`config.mk`:
```
export PLATFORM = sky130hd
export DESIGN_NAME = spi_burst_instr_dcd
export DESIGN_NICKNAME = d
export VERILOG_FILES = /design/src/rtl/spi_dcd_pkg.sv /design/src/rtl/spi_dcd_word_buf.sv /design/src/rtl/spi_burst_instr_dcd.sv
export SDC_FILE = /design/constraint.sdc
export NUM_CORES = 1
export LEC_CHECK = 0
export ABC_CLOCK_PERIOD_IN_PS = 2000
export CAP_MARGIN = 20
export CORE_ASPECT_RATIO = 0.8
export CORE_UTILIZATION = 42
export CTS_CLUSTER_SIZE = 25
export DETAILED_ROUTE_END_ITERATION = 8
export PLACE_DENSITY = 0.76
export SYNTH_ARGS = -nofsm -noshare
export SYNTH_HDL_FRONTEND = slang
export SYNTH_SLANG_ARGS = --single-unit
```
`constraint.sdc`:
```
create_clock -name clk -period 2 [get_ports clk]
set_clock_uncertainty 0.1 [all_clocks]
set_input_delay 0.5 -clock clk [delete_from_list [all_inputs] [get_ports clk]]
set_output_delay 0.5 -clock clk [all_outputs]
set_load 0.005 [all_outputs]
```
`src/rtl/spi_dcd_pkg.sv`:
```
// Shared definitions for the SPI instruction decoder: state encoding,
// header bit positions and register word width derivation.
package spi_dcd_pkg;

    typedef enum logic [1:0] {
        IDLE   = 2'd0,
        HDR_RD = 2'd1,
        DATA   = 2'd2,
        HOLD   = 2'd3
    } dcd_state_e;

    localparam int unsigned HDR_RW_BIT     = 7;
    localparam int unsigned HDR_BURST_BIT  = 6;
    localparam int unsigned HDR_ADDR_MAX_W = 6;

    function automatic int unsigned data_w(input int unsigned bytes);
        return 8 * bytes;
    endfunction

endpackage

```
`src/rtl/spi_dcd_word_buf.sv`:
```
// Register word buffer: holds the read shadow or the write assembly word,
// shifts one byte per transfer MSB first and tracks the byte index.
module spi_dcd_word_buf
    import spi_dcd_pkg::*;
#(
    parameter int unsigned DATA_BYTES = 1,
    localparam int unsigned DATA_W = data_w(DATA_BYTES)
) (
    input  logic              clk,
    input  logic              rst_n,
    input  logic              clear_i,
    input  logic              load_i,
    input  logic [DATA_W-1:0] load_val_i,
    input  logic              shift_i,
    input  logic [7:0]        byte_i,
    output logic [7:0]        ms_byte_o,
    output logic [DATA_W-1:0] shifted_c_o,
    output logic              last_c_o
);

    localparam int unsigned      IDX_W    = (DATA_BYTES > 1) ? $clog2(DATA_BYTES) : 1;
    localparam logic [IDX_W-1:0] IDX_LAST = IDX_W'(DATA_BYTES - 1);

    logic [DATA_W-1:0] word_q, word_d;
    logic [DATA_W-1:0] base_c;
    logic [IDX_W-1:0]  idx_q, idx_d;

    // Word consumed this cycle: a freshly fetched register word when loading
    assign base_c = load_i ? load_val_i : word_q;

    // Word after shifting the current byte in at the bottom
    generate
        if (DATA_BYTES == 1) begin : g_one
            assign shifted_c_o = byte_i;
        end else begin : g_multi
            assign shifted_c_o = {base_c[DATA_W-9:0], byte_i};
        end
    endgenerate

    assign last_c_o  = (idx_q == IDX_LAST);
    assign ms_byte_o = word_q[DATA_W-1 -: 8];

    // Next word and byte index
    always_comb begin
        word_d = word_q;
        idx_d  = idx_q;
        if (clear_i) begin
            word_d = '0;
            idx_d  = '0;
        end else if (shift_i) begin
            word_d = shifted_c_o;
            idx_d  = last_c_o ? '0 : idx_q + 1'b1;
        end else if (load_i) begin
            word_d = base_c;
            idx_d  = '0;
        end
    end

    // Buffer registers
    always_ff @(posedge clk or negedge rst_n) begin
        if (!rst_n) begin
            word_q <= '0;
            idx_q  <= '0;
        end else begin
            word_q <= word_d;
            idx_q  <= idx_d;
        end
    end

endmodule

```
`src/rtl/spi_burst_instr_dcd.sv`:
```
// SPI instruction decoder: header byte (rw, burst, addr) followed by
// DATA_BYTES-wide register words, with optional burst auto-increment.
// Optional mid-frame idle timeout enabled by defining SPI_DCD_TIMEOUT_EN.
module spi_burst_instr_dcd
    import spi_dcd_pkg::*;
#(
    parameter int unsigned ADDR_W      = 6,
    parameter int unsigned DATA_BYTES  = 1,
    parameter int unsigned TIMEOUT_CYC = 1024,
    localparam int unsigned DATA_W = data_w(DATA_BYTES)
) (
    input  logic              clk,
    input  logic              rst_n,
    input  logic              byte_sync,
    input  logic [7:0]        data_in,
    input  logic              frame_end,
    output logic [7:0]        data_out,
    output logic              read,
    output logic              write,
    output logic [ADDR_W-1:0] addr,
    input  logic [DATA_W-1:0] data_read,
    output logic [DATA_W-1:0] data_write,
    output logic              busy,
    output logic              err
);

    // Reject unsupported configurations at elaboration
    if (ADDR_W < 1 || ADDR_W > HDR_ADDR_MAX_W || DATA_BYTES < 1 || DATA_BYTES > 4
        || TIMEOUT_CYC < 2) begin : g_param_chk
        $error("spi_burst_instr_dcd: parameter out of range");
    end

    dcd_state_e        state_q, state_d;
    logic              rw_q, rw_d;
    logic              burst_q, burst_d;
    logic [ADDR_W-1:0] addr_q, addr_d;
    logic              read_q, read_d;
    logic              write_q, write_d;
    logic [DATA_W-1:0] dw_q, dw_d;
    logic              busy_q, busy_d;

    logic              wb_clear, wb_load, wb_shift;
    logic [7:0]        wb_ms_byte;
    logic [DATA_W-1:0] wb_shifted;
    logic              wb_last;
    logic              hdr_acc_c;
    logic              timeout_c;

    assign hdr_acc_c = (state_q == IDLE) && byte_sync && !frame_end;

    spi_dcd_word_buf #(
        .DATA_BYTES (DATA_BYTES)
    ) u_word_buf (
        .clk         (clk),
        .rst_n       (rst_n),
        .clear_i     (wb_clear),
        .load_i      (wb_load),
        .load_val_i  (data_read),
        .shift_i     (wb_shift),
        .byte_i      (data_in),
        .ms_byte_o   (wb_ms_byte),
        .shifted_c_o (wb_shifted),
        .last_c_o    (wb_last)
    );

`ifdef SPI_DCD_TIMEOUT_EN
    localparam int unsigned TO_W = $clog2(TIMEOUT_CYC);

    logic [TO_W-1:0] to_cnt_q;
    logic            err_q, err_d;

    assign timeout_c = busy_q && !byte_sync && (to_cnt_q == TO_W'(TIMEOUT_CYC - 1));

    // Idle-cycle counter, restarted by every received byte
    always_ff @(posedge clk or negedge rst_n) begin
        if (!rst_n) begin
            to_cnt_q <= '0;
        end else if (!busy_q || byte_sync || timeout_c) begin
            to_cnt_q <= '0;
        end else begin
            to_cnt_q <= to_cnt_q + 1'b1;
        end
    end

    // Sticky timeout flag, cleared when the next header is accepted
    always_comb begin
        err_d = err_q;
        if (timeout_c) begin
            err_d = 1'b1;
        end else if (hdr_acc_c) begin
            err_d = 1'b0;
        end
    end

    // Error flag register
    always_ff @(posedge clk or negedge rst_n) begin
        if (!rst_n) begin
            err_q <= 1'b0;
        end else begin
            err_q <= err_d;
        end
    end

    assign err = err_q;
`else
    assign timeout_c = 1'b0;
    assign err       = 1'b0;
`endif

    // Next-state and strobe decode
    always_comb begin
        state_d  = state_q;
        rw_d     = rw_q;
        burst_d  = burst_q;
        addr_d   = addr_q;
        read_d   = 1'b0;
        write_d  = 1'b0;
        dw_d     = dw_q;
        wb_clear = 1'b0;
        wb_load  = 1'b0;
        wb_shift = 1'b0;

        // Burst write steps the address once the strobe cycle is over
        if (write_q && burst_q) begin
            addr_d = addr_q + 1'b1;
        end

        if (state_q != IDLE && (frame_end || timeout_c)) begin
            state_d  = IDLE;
            wb_clear = 1'b1;
        end else begin
            case (state_q)
                IDLE: begin
                    if (hdr_acc_c) begin
                        rw_d     = data_in[HDR_RW_BIT];
                        burst_d  = data_in[HDR_BURST_BIT];
                        addr_d   = data_in[ADDR_W-1:0];
                        wb_clear = 1'b1;
                        if (data_in[HDR_RW_BIT]) begin
                            state_d = DATA;
                        end else begin
                            state_d = HDR_RD;
                            read_d  = 1'b1;
                        end
                    end
                end
                HDR_RD, DATA: begin
                    if (state_q == HDR_RD) begin
                        wb_load = 1'b1;
                        state_d = DATA;
                    end
                    if (byte_sync) begin
                        wb_shift = 1'b1;
                        if (wb_last) begin
                            if (rw_q) begin
                                write_d = 1'b1;
                                dw_d    = wb_shifted;
                                state_d = burst_q ? DATA : HOLD;
                            end else if (burst_q) begin
                                addr_d  = addr_q + 1'b1;
                                read_d  = 1'b1;
                                state_d = HDR_RD;
                            end else begin
                                state_d = HOLD;
                            end
                        end
                    end
                end
                default: begin
                    state_d = state_q;
                end
            endcase
        end

        busy_d = (state_d != IDLE);
    end

    // Decoder registers
    always_ff @(posedge clk or negedge rst_n) begin
        if (!rst_n) begin
            state_q <= IDLE;
            rw_q    <= 1'b0;
            burst_q <= 1'b0;
            addr_q  <= '0;
            read_q  <= 1'b0;
            write_q <= 1'b0;
            dw_q    <= '0;
            busy_q  <= 1'b0;
        end else begin
            state_q <= state_d;
            rw_q    <= rw_d;
            burst_q <= burst_d;
            addr_q  <= addr_d;
            read_q  <= read_d;
            write_q <= write_d;
            dw_q    <= dw_d;
            busy_q  <= busy_d;
        end
    end

    assign data_out   = wb_ms_byte;
    assign read       = read_q;
    assign write      = write_q;
    assign addr       = addr_q;
    assign data_write = dw_q;
    assign busy       = busy_q;

endmodule
```
==> Word level (Yosys, flattened, before mapping) <==
Cells that the tools add are included.
{ "classes": {"add_sub_neg": 2, "n_eq_ne": 2, "mux": 47, "bitwise": 2, "n_reduce_logical": 12} }
{ "op_table": {"columns": ["operator", "count"], "rows": [
  ["6-bit 2-to-1 mux", 7],
  ["1-bit 2-to-1 mux", 26],
  ["8-bit 2-to-1 mux", 3],
  ["2-bit 2-to-1 mux", 8],
  ["6-bit case mux with 2 select lines", 1],
  ["6-bit by 1-bit adder with 6-bit output, second input constant", 1],
  ["5-bit AND reduction", 1],
  ["1-bit logical AND", 4],
  ["2-bit case mux with 2 select lines", 1],
  ["2-bit nonzero test", 2],
  ["3-bit AND reduction", 1],
  ["3-bit nonzero test", 1],
  ["2-bit by 1-bit == test with 1-bit output, second input constant", 1],
  ["2-bit == test, second input constant", 1],
  ["2-bit zero test", 1],
  ["1-bit inverter", 2],
  ["1-bit case mux with 2 select lines", 1],
  ["2-bit OR reduction", 1],
  ["1-bit adder, second input constant", 1],
  ["1-bit zero test", 1]
]} }
{ "totals": {"register_bits": 30, "input_bits": 20, "output_inout_bits": 26, "elab_cells": 75} }

==> Longest topological paths before layout <==
{ "depth": {"word_depth": 8, "mapped_depth": 9, "depth_no_buf": 7} }

==> Hierarchy <==
Synthesis repeated with hierarchy kept, for this count alone.
{ "unflattened": {"cells_unflattened": 169, "area_unflattened_um2": 1779.2} }
{ "by_module_without_submodules": {"columns": ["module", "instances", "cells_each", "area_per_inst_um2", "seq_area_each_um2"], "rows": [
  ["spi_burst_instr_dcd", 1, 124, 1298.7, 525.5],
  ["spi_dcd_word_buf", 1, 45, 480.5, 200.2]
]} }

==> Worst setup path before layout <==
Ideal clock, no wire load.
{ "synth_timing": {"kind": "flip-flop to flip-flop", "start": "reg state_q[0]", "end": "reg addr_q[0] (netlist: addr[0])", "setup_ps": 122, "arrival_time_ps": 1717, "required_time_ps": 1778, "slack_ps": 61, "path_stages_with_launch": 8, "n_path_buf": 2, "period_less_slack_ps": 1939, "cell_sequence": "dfrtp_1 > inv_1 > ha_1 > clkbuf_1 > and4b_1 > clkbuf_1 > a211o_1 > a32o_1"} }
{ "synth_between": {"elab_chain_cells": 6, "word_cells_on_any_way": 11, "cone_classes": "eq/ne: 2; mux: 3; reduce/logical: 6"} }
{ "synth_lines": {"columns": ["item", "line_no", "rtl"], "rows": [
  ["start: declaration", "spi_burst_instr_dcd.sv:33", "dcd_state_e state_q, state_d;"],
  ["start signal: assignment", "spi_burst_instr_dcd.sv:190", "state_q <= state_d;"],
  ["2-bit zero test", "spi_burst_instr_dcd.sv:49, spi_burst_instr_dcd.sv:132", null],
  ["1-bit logical AND (2 in series)", "spi_burst_instr_dcd.sv:49", "assign hdr_acc_c = (state_q == IDLE) && byte_sync && !frame_end;"],
  ["6-bit 2-to-1 mux", "spi_burst_instr_dcd.sv:134", "if (hdr_acc_c) begin"],
  ["6-bit case mux with 2 select lines", "spi_burst_instr_dcd.sv:132", "case (state_q)"],
  ["6-bit 2-to-1 mux (*)", "spi_burst_instr_dcd.sv:128", "if (state_q != IDLE && (frame_end || timeout_c)) begin"],
  ["via addr_d[0]", "spi_burst_instr_dcd.sv:36", "logic [ADDR_W-1:0] addr_q, addr_d;"],
  ["end signal: assignment", "spi_burst_instr_dcd.sv:193", "addr_q <= addr_d;"],
  ["end: declaration", "spi_burst_instr_dcd.sv:36", null]
]} }
The timed path passes the listed nets; every way through them passes the cells marked *.
A chain may end at the register's enable or synchronous reset.

==> Worst setup path after layout <==
{ "layout_timing": {"start": "in frame_end", "end": "reg addr_q[3] (netlist: addr[3])"} }
{ "layout_between": {"elab_chain_cells": 5, "word_cells_on_any_way": 6, "cone_classes": "mux: 3; reduce/logical: 3"} }
{ "layout_lines": {"columns": ["item", "line_no", "rtl"], "rows": [
  ["start: declaration", "spi_burst_instr_dcd.sv:16", "input logic frame_end,"],
  ["1-bit zero test", "spi_burst_instr_dcd.sv:49", null],
  ["1-bit logical AND", "spi_burst_instr_dcd.sv:49", null],
  ["6-bit 2-to-1 mux", "spi_burst_instr_dcd.sv:134", null],
  ["6-bit case mux with 2 select lines", "spi_burst_instr_dcd.sv:132", null],
  ["6-bit 2-to-1 mux (*)", "spi_burst_instr_dcd.sv:128", null],
  ["via addr_d[3]", "spi_burst_instr_dcd.sv:36", null]
]} }
Marked as above.

==> results.md <==
STA:
- Setup repair after global routing left no endpoint under its margin.
- The worst path uses 96.6% of the clock period.
- Setup violations remaining at the end of the flow were counted as 0.
- The shortest clock period the worst path allows after layout is 1930 ps.
- The total negative slack is 0 ps.
- The final-report max-slew violation count is 0.
- The upper clock frequency limit is approximately 520 MHz.
- The total count of hold-check failures in the final report is 0.

Global route:
- The number of antenna violations at the first check in global routing is 0.
- The first-pass GRT wire length is 6.51 mm.
- The via count of the first global-routing pass came to 1365.
- The total global routing overflow is 0.
- The largest net degree at the start of global routing is 30.
- The global routing usage summed across all routing layers is a little over a fifth.

Pwr:
- The total leakage power is 1.01 nW.
- The worst voltage drop across the vdd grid is 0.948 mV.
- The total power divided by cell area is 1410 mW/mm2.
- The sum of internal, switching and leakage power is between 3 and 4 mW.

Yosys:
- For this run, the number of Yosys warnings is 0.
- The synthesized area per cell is 10.0 um2.
- For this run, the register share of the synthesized area comes to 45.3%.
- In this run, distinct cell masters in the synthesized netlist total 41.
- The synthesized netlist cell count is 160.
- By area the synthesized netlist is led by dfrtp_1, mux2i_1, mux2_2, ha_1, nand2_1.
- The count of flip-flops with a built-in enable after synthesis is 0.
- When the netlist entered floorplanning its net count stood at approximately 190.
- In this run the biggest area consumer among cell types represents 45.3% of the synthesized area.
- The synthesized design spends more area on one cell type than any other, namely dfrtp_1.
- In the synthesized netlist the async set-or-reset flop fraction comes to 100%.
- The leading register cell type out of synthesis is dfrtp_1.
- Synthesis inferred 29 register bits.
- The post-synthesis instance area is 0.00160 mm2.

Placed design:
- Port buffering added 44 buffers.
- The sum of net half-perimeters after detailed placement is 2.96 mm.
- Once placement finished, the instance area stood at roughly 0.0022 mm2.
- The weighted congestion at the end of routability-driven global placement is 0.832.

Final layout:
- Cells with a size suffix above 1 make up 17.7% of the layout.
- The final standard cell area without fillers is 0.00230 mm2.
- Relative to the synthesized area, the layout overhead comes to 43.4%.
- Registers take just over 700 um2.
- The repair_antennas step left the layout with diodes totalling 0.
- Once layout is complete, the utilization of the core stands at 64.8%.
- The number of fill cells is 299.
- The area of the multi-input gates is 818 um2.
- The net count of the finished layout is between 200 and 250.

Routing:
- The number of nets with antenna violations after detailed routing is 0.
- In the final routed layout, each cell accounts on average for 15.4 um.
- The detailed router finished its first iteration with 110 violations.
- In the routed design, unresolved DRC markers number 7.
- Across all layers, the routed design uses 1459 vias.
- The overall routed net length is 4.04 mm.
- The first-pass iteration count of the detailed router is 7.
- Using the TritonRoute via totals, the vias-per-cell ratio works out to 5.57.

Worst setup path:
- In this run the critical register-to-register path is launched from state_q[0].
- STA classifies the critical path endpoint as a flip-flop.
- Of all nets on the critical path, the largest fanout is 5.
- Grouping stages by cell kind, the critical path spends the most delay in simple AND/OR/NAND/NOR gates.
- The worst endpoint data arrival time is approximately 2000 ps.
- The delay of the slowest cell on the worst path is roughly 420 ps.
- Walking the worst path, the cells encountered are clkdlybuf4s50_1 -> buf_4 -> nand2b_1 -> nand2_1 -> a31oi_1 -> or2_1 -> a32o_1.
- The end of the worst register-to-register path is addr[3].
- The worst setup path is of the input port to flip-flop kind.
- The worst register-to-register path has a depth of 6.
- The required time at the worst-slack endpoint is 2070 ps.
- The worst setup path startpoint is frame_end.
- In this run the register-to-register setup slack is 90 ps.
- The total buffers and inverters traversed by the critical path is 2.
- The type of element launching the critical path is an input port.
- In this run the worst setup path terminates at addr[3].
- The total number of cells along the worst setup path is 7.
- The slowest stage of the critical path is the clkdlybuf4s50_1 cell.

Clocking:
- Clock-pin slew was measured on the worst setup and hold paths at 60 ps.
- The level count of the clock H-tree is 2.
- The CTS tree is yes.
- The number of clock sinks is 29.
- The count of buffers added by post-CTS timing repair for setup is 0.
- The TritonCTS buffer count is 5.
- The library cell used as clock root buffer is clkbuf_8.
- The worst-skew pair later-pin latency is 280 ps.
- The clock passes through at most 2 buffers.

Die:
- The die is just over 70 um wide.
- The placeable core region is roughly 0.0035 mm2.
- The initial standard-cell utilization of the core is 45.2%.
- The area enclosed by the die boundary is 0.00407 mm2.
- The die extent in y is 57.2 um.
- The row count is 19.
- The boundary pin count is 46.

Outcome:
- The final reports fail on design-rule violations.
- The flow ran to the end, but the final reports show violations.

Worst hold path:
- The worst hold path class is flip-flop to flip-flop.

Run:
- The number of maximum-capacitance constraint violations is 0.
[tightest hold or removal path: cells and delay by family (launching register included)]
kind	cells	cell delay, ps
flip-flops	1	340
AO/OA/AOI/OAI	1	60
AND/OR/NAND/NOR	1	60
[Yosys cell counts, types with 2 or more instances]
| master | count |
|---|---|
| o211ai_1 | 2 |
| a21oi_1 | 4 |
| or2_1 | 2 |
| a31oi_1 | 2 |
| nor2_1 | 4 |
| a22oi_1 | 2 |
| xnor2_1 | 2 |
| o21ai_0 | 4 |
| nor3_1 | 2 |
| mux2i_1 | 9 |
| a32o_1 | 2 |
| nor2b_1 | 3 |
| nand3_1 | 11 |
| ha_1 | 6 |
| and2_1 | 4 |
| xor2_1 | 2 |
| nand2_1 | 15 |
| buf_2 | 2 |
| o21ai_1 | 11 |
| buf_4 | 3 |
| dfrtp_1 | 29 |
| mux2_2 | 8 |
| inv_1 | 6 |
| o32ai_1 | 2 |
| clkbuf_1 | 4 |
| nand4_1 | 3 |
| a211o_1 | 2 |
[cell type report]
cell class	count	area share [%]
clock buffers	7	3.76
inverters	6	0.981
multi-input cells	116	35.6
flip-flops and latches	29	31.6
well taps	42	2.29
repair buffers	62	25.7
[power breakdown]
part / switching [mW] / internal, mW / leakage [nW] / total, mW
sequential: 0.204 / 0.825 / 0.370 / 1.03
combinational: 0.745 / 0.965 / 0.592 / 1.71
clock: 0.218 / 0.272 / 0.0443 / 0.491
[worst min path at each step]
stage,start,end,cells past startpoint
after floorplan,rst_n,addr[0],0
after global placement,data_write[4],data_write[4],1
after detailed placement,data_write[6],data_write[6],1
after CTS,u_word_buf.ms_byte_o[0],u_word_buf.ms_byte_o[0],2
after global routing,data_write[2],data_write[2],1
final,u_word_buf.ms_byte_o[0],u_word_buf.ms_byte_o[0],2
[registers in the layout (all words and copies together), names as in the netlist]
signal,count
burst_q,1
rw_q,1
data_write,8
state_q,2
read,1
addr,6
busy,1
u_word_buf.ms_byte_o,8
write,1
[cell usage in the layout, fill, tap and decap left out, drive strengths merged, types with 4 or more instances in the layout]
master,n
clkdlybuf4s50,43
dfrtp,29
buf,18
nand2,16
o21ai,15
nand3,11
mux2i,9
mux2,8
clkbuf,7
inv,6
ha,6
nor2,6
and2,4
a21oi,4
[cells by family (layout without fill, tap and decap cells)]
group / count (synthesis) / count (layout) / synth area share (%)
adders and majority gates: 6 / 6 / 4.69
buffers and inverters: 15 / 75 / 4.37
DFF: 29 / 29 / 45.3
AOI/OAI and AO/OA: 34 / 34 / 13.6
muxes: 17 / 17 / 11.3
and+or+nand+nor: 54 / 54 / 18.4
other: 1 / 1 / 0.234
xor gates and xnor gates: 4 / 4 / 2.19
[per-stage QoR]
stage          setup slack, ps  instances  hold slack (ps)
2_1_floorplan             61.0        160              104
3_3_place_gp              -200        255              389
3_5_place_dp              -295        255              398
4_1_cts                   25.5        262              411
5_1_grt                   17.6        262              427
6_report                  67.4        262              403
[what timing repair did]
| item | 4_1_cts | 5_1_grt |
|---|---|---|
| resized for setup | 1 | 4 |
| hold buffers | 0 | 0 |
| setup endpoints to repair | 1 | 12 |
[per-layer routing]
| metal | share of wire [%] | track usage [%] | wire [um] | up-vias |
|---|---|---|---|---|
| met5 | 0 | 0 | 0 | - |
| met1 | 45 | 27.6 | 1810 | 701 |
| met4 | 1.3 | 9.14 | 53 | 0 |
| met2 | 46 | 33.5 | 1840 | 65 |
| met3 | 8.4 | 5.12 | 337 | 5 |
| li1 | - | - | - | 688 |
Power figures use the tool's default switching activity.
